**config.mk**
```make
export PLATFORM = sky130hd
export DESIGN_NAME = sram64_port_arbiter
export DESIGN_NICKNAME = d
export VERILOG_FILES = /design/src/rtl/sram64_port_arbiter.sv
export SDC_FILE = /design/constraint.sdc
export NUM_CORES = 1
export LEC_CHECK = 0
export CAP_MARGIN = 20
export CORE_AREA = 2 2 189 191
export DETAILED_ROUTE_END_ITERATION = 8
export DIE_AREA = 0 0 191 193
export GPL_ROUTABILITY_DRIVEN = 0
export PLACE_DENSITY = 0.37
export SYNTH_ARGS = -nofsm -noshare
export SYNTH_HDL_FRONTEND = slang
export SYNTH_SLANG_ARGS = --single-unit
export TNS_END_PERCENT = 20
```
**constraint.sdc**
```tcl
create_clock -name clk -period 2.05 [get_ports clk]
set_input_delay 0.41 -clock clk [delete_from_list [all_inputs] [get_ports clk]]
set_output_delay 0.41 -clock clk [all_outputs]
set_load 0.02 [all_outputs]
```
**src/rtl/sram64_port_arbiter.sv**
```systemverilog
// Arbitrates one 64-bit single-port SRAM between the fetch and data requesters.
// Build option ARB_ROUND_ROBIN_EN selects round-robin; default is data priority with a fetch starvation guard.
module sram64_port_arbiter #(
  parameter int unsigned ADDR_W       = 16,
  parameter int unsigned STARVE_LIMIT = 3
) (
  input  logic              clk,
  input  logic              rst,
  input  logic              if_req,
  input  logic [63:0]       if_addr,
  output logic              if_gnt,
  output logic              if_rvalid,
  output logic [63:0]       if_rdata,
  input  logic              d_req,
  input  logic [63:0]       d_addr,
  input  logic [7:0]        d_wea,
  input  logic [63:0]       d_wdata,
  output logic              d_gnt,
  output logic              d_rvalid,
  output logic [63:0]       d_rdata,
  output logic              sram_en,
  output logic [7:0]        sram_wea,
  output logic [ADDR_W-1:0] sram_addr,
  output logic [63:0]       sram_dina,
  input  logic [63:0]       sram_douta
);

  localparam int unsigned DATA_W = 64;
  localparam int unsigned WEA_W  = 8;
  localparam int unsigned IDX_LO = 3;
  localparam int unsigned IDX_HI = ADDR_W + IDX_LO - 1;

  logic              if_win_c;
  logic              pend_if;
  logic              pend_d;
  logic              pend_d_rd;
  logic [ADDR_W-1:0] if_idx_c;
  logic [ADDR_W-1:0] d_idx_c;
  logic              unused_addr_bits;

  assign if_idx_c = if_addr[IDX_HI:IDX_LO];
  assign d_idx_c  = d_addr[IDX_HI:IDX_LO];

  // Byte offset and bits above the SRAM index carry no meaning here.
  assign unused_addr_bits = ^{if_addr[DATA_W-1:IDX_HI+1], if_addr[IDX_LO-1:0],
                              d_addr[DATA_W-1:IDX_HI+1], d_addr[IDX_LO-1:0]};

`ifdef ARB_ROUND_ROBIN_EN
  localparam logic [0:0] LAST_IF = 1'b0;
  localparam logic [0:0] LAST_D  = 1'b1;

  logic [0:0] last_gnt;

  // On a conflict the side that did not win most recently goes next.
  assign if_win_c = if_req & (~d_req | (last_gnt == LAST_D));

  always_ff @(posedge clk) begin
    if (rst) begin
      last_gnt <= LAST_IF;
    end else if (if_gnt) begin
      last_gnt <= LAST_IF;
    end else if (d_gnt) begin
      last_gnt <= LAST_D;
    end
  end
`else
  localparam int unsigned      CNT_W   = $clog2(STARVE_LIMIT + 1);
  localparam logic [CNT_W-1:0] CNT_MAX = CNT_W'(STARVE_LIMIT);

  logic [CNT_W-1:0] starve_cnt;
  logic             starved_c;

  // Data wins conflicts until fetch has been refused STARVE_LIMIT cycles in a row.
  assign starved_c = (starve_cnt == CNT_MAX);
  assign if_win_c  = if_req & (~d_req | starved_c);

  always_ff @(posedge clk) begin
    if (rst) begin
      starve_cnt <= '0;
    end else if (if_req & ~if_gnt) begin
      if (!starved_c) begin
        starve_cnt <= starve_cnt + CNT_W'(1);
      end
    end else begin
      starve_cnt <= '0;
    end
  end
`endif

  assign if_gnt = ~rst & if_win_c;
  assign d_gnt  = ~rst & d_req & ~if_win_c;

  // SRAM port steering from the single winner.
  always_comb begin
    sram_en   = 1'b0;
    sram_wea  = '0;
    sram_addr = '0;
    sram_dina = '0;
    if (if_gnt) begin
      sram_en   = 1'b1;
      sram_addr = if_idx_c;
    end else if (d_gnt) begin
      sram_en   = 1'b1;
      sram_wea  = d_wea;
      sram_addr = d_idx_c;
      sram_dina = d_wdata;
    end
  end

  // Remembers who owns the SRAM read data returning next cycle.
  always_ff @(posedge clk) begin
    if (rst) begin
      pend_if   <= 1'b0;
      pend_d    <= 1'b0;
      pend_d_rd <= 1'b0;
    end else begin
      pend_if   <= if_gnt;
      pend_d    <= d_gnt;
      pend_d_rd <= d_gnt & (d_wea == WEA_W'(0));
    end
  end

  assign if_rvalid = ~rst & pend_if;
  assign d_rvalid  = ~rst & pend_d;
  assign if_rdata  = if_rvalid ? sram_douta : DATA_W'(0);
  assign d_rdata   = (d_rvalid & pend_d_rd) ? sram_douta : DATA_W'(0);

endmodule

```
==> metrics.yaml <==
synth_mux_area_share_pct: 0
grt-ovfl-total: 0
r2r_start: "starve_cnt[0]$_SDFFE_PP0N_"
synthFlopType: "dfxtp_1"
synthArstFlopShare_pct: 0
drt_iter0_drc: 39
ys_seq_area_share_pct: 5.60
fin_crit_ns: 2.19
die_x_um: 191
crit_path_max_fanout: 6
ys_top_cells_by_count: "and2_1 (136), and3_1 (65), clkbuf_2 (17)"
placed_cells: 1122
port_buffers: 392
htree_levels: 1
vdd_drop_max_v: 0.000233
setup-violations-final: 89
synth_edf_count: 0
yosys.area_share.simple_pct: 75.3
area_growth_pct: 302
worstHoldPathType: "flop to flop"
grt_pass1_vias: 3700
cts_buffers: 3
syn-instance-count: 269
fin_tns_setup_ns: -8.67
cp-endpoint: "sram_dina[54]"
via_per_inst: 3.15
skew_ns: 0.00297
crit_slowest_cell: "dfxtp_2"
rsz0062_at_grt: "yes"
holdPathStages: 1
antenna_found_initial: 1
status: "complete, but fails checks"
grt_max_degree: 65
die_h_um: 193
hold_buffers: 0
violations: "negative setup slack"
r2r_end: "pend_d_rd$_SDFF_PP0_"
synth_compound_area_share_pct: 9.38
synthXorXnorAreaFrac_pct: 0
slew_headroom_pct: 82.8
fin_area_um2: 7190
core_um2: 35000
yosys-top-cells-area: "and2_1 (48%), and3_1 (23%), a22o_1 (7.8%)"
worstPathCellList: "ha_4 > a211oi_4 > buf_6 > buf_12 > buf_12 > clkbuf_16 > and2_4 > buf_6"
required_ns: 1.64
postPlaceCellArea_um2: 6520
netlist.area_leader.share_pct: 47.6
drv_slew: 0
synthAdderAreaFrac_pct: 0.700
pre_cts_slack_ns: -0.829
ys_seq_elements: 5
synth_top_family_by_area: "simple AND/OR/NAND/NOR gates"
vias: 3628
tightest_slew_ns: 0.259
core.rowCount: 69
slowest_delay_ns: 0.32
synth_most_common_cell: "and2_1"
cap_violations: 0
leakagePower_nw: 3.52
end_kind: "output port"
io_pins: 489
ant_nets: 0
syn_area_per_cell_um2: 6.64
dp_hpwl_mm: 12.0
drcViolationCount: 0
critical_path_class: "flop to output port"
power_density_nw_per_um2: 205
clock-root-buffer: "clkbuf_16"
total_power_mw: 1.47
ys_types: 21
ff2ff_path_depth: 9
cts_tree: "done"
rrSetupSlack_ns: 0.30
dieArea_um2: 36900
dr.pass1.iters: 4
arrival_ns: 1.78
min_period_over_period_pct: 107
clock_tree.buffer_depth: 2
wl_per_cell_um: 13.5
layout.nets: 961
grt_pass1_wl_mm: 21.0
worstHoldStart: "starve_cnt[0]$_SDFFE_PP0N_"
fin_ws_ns: -0.137
syn_area_um2: 1790
stdcell_count: 1153
startpoint: "starve_cnt[0]$_SDFFE_PP0N_"
hold_viol: 0
path_clk_slew_ns: 0.03
syn_nets: 538
start_kind: "flop"
grtUsageTotal_pct: 7.36
drive_gt1_share_pct: 35.6
fmax_ghz: 0.457
cts_sinks: 5
synth_top_cell_by_area: "and2_1"
routed_wl_mm: 15.6
clk_latency_ns: 0.23
start_util_pct: 5.11
yosysWarnings: 0
==> sequential cells by signal (all words and copies together), names as in the netlist <==
signal	cells
starve_cnt	2
pend_d	1
pend_if	1
pend_d_rd	1
==> routing by layer <==
layer  up-vias  global-route usage [%]  part of all wire [%]
met1      1600                    6.81                    32
met3        12                    2.14                    11
met4         0                    1.16                   1.5
met5         -                       0                     0
li1       1742                       -                     -
met2       274                    15.7                    55
==> stage by stage <==
step | utilization [%] | hold slack (ns)
finish | 20.6 | 0.433
global route | 20.6 | 0.451
CTS | 19.8 | 0.435
detailed placement | 18.6 | 0.434
global placement | 18.6 | 0.425
floorplan | - | 0.405
==> power breakdown <==
part / switching (mW) / internal [mW]
Sequential: 0.00150 / 0.101
Clock: 0.0623 / 0.255
Combinational: 0.384 / 0.667
Total: 0.448 / 1.02
==> layout by cell type (no fill, tap or decap), types with 3 or more instances in the layout <==
cell type,n
buf_6,89
and2_4,62
clkdlybuf4s15_1,57
dlygate4sd2_1,55
clkbuf_2,18
a22o_1,15
clkbuf_16,7
buf_4,30
nor2b_4,3
dfxtp_1,3
clkdlybuf4s50_1,168
buf_8,3
buf_12,18
and2_1,74
and3_1,65
buf_16,4
==> critical path: cells and delay by family, from the launching register on <==
family | cells | cell delay, ns
AOI/OAI and AO/OA | 1 | 0.24
buffers and inverters | 5 | 0.67
adders and majority gates | 1 | 0.17
DFF | 1 | 0.32
and+or+nand+nor | 1 | 0.13
==> worst min path at each step <==
stage / end / slack [ns]
3_3_place_gp: starve_cnt[0]$_SDFFE_PP0N_ / 0.43
4_1_cts: starve_cnt[0]$_SDFFE_PP0N_ / 0.43
3_5_place_dp: starve_cnt[0]$_SDFFE_PP0N_ / 0.43
5_1_grt: starve_cnt[0]$_SDFFE_PP0N_ / 0.45
6_report: starve_cnt[0]$_SDFFE_PP0N_ / 0.43
2_1_floorplan: starve_cnt[0]$_SDFFE_PP0N_ / 0.41
==> layout make-up <==
| cell class | count | area [um^2] |
|---|---|---|
| Antenna cell | 1 | 2.50 |
| Clock buffer | 3 | 75.1 |
| Clock inverter | 1 | 5.00 |
| Fill cell | 3902 | 27800 |
| Inverter | 1 | 3.75 |
| Multi-Input combinational cell | 231 | 1720 |
| Sequential cell | 5 | 103 |
| Tap cell | 461 | 577 |
| Timing Repair Buffer | 450 | 4700 |
==> kinds of logic (layout without fill, tap and decap cells) <==
family | after synthesis | after routing
and+or+nand+nor | 212 | 212
adders and majority gates | 1 | 1
other | 0 | 1
buffers and inverters | 33 | 455
DFF | 5 | 5
AOI/OAI and AO/OA | 18 | 18
==> what timing repair did <==
item                                    CTS  global route
cloned                                    5             5
pin swaps                                24            39
setup buffers                            14             3
resized for setup                       726           115
endpoints found under the setup margin  221           139
(Power assumes the default switching activity.)
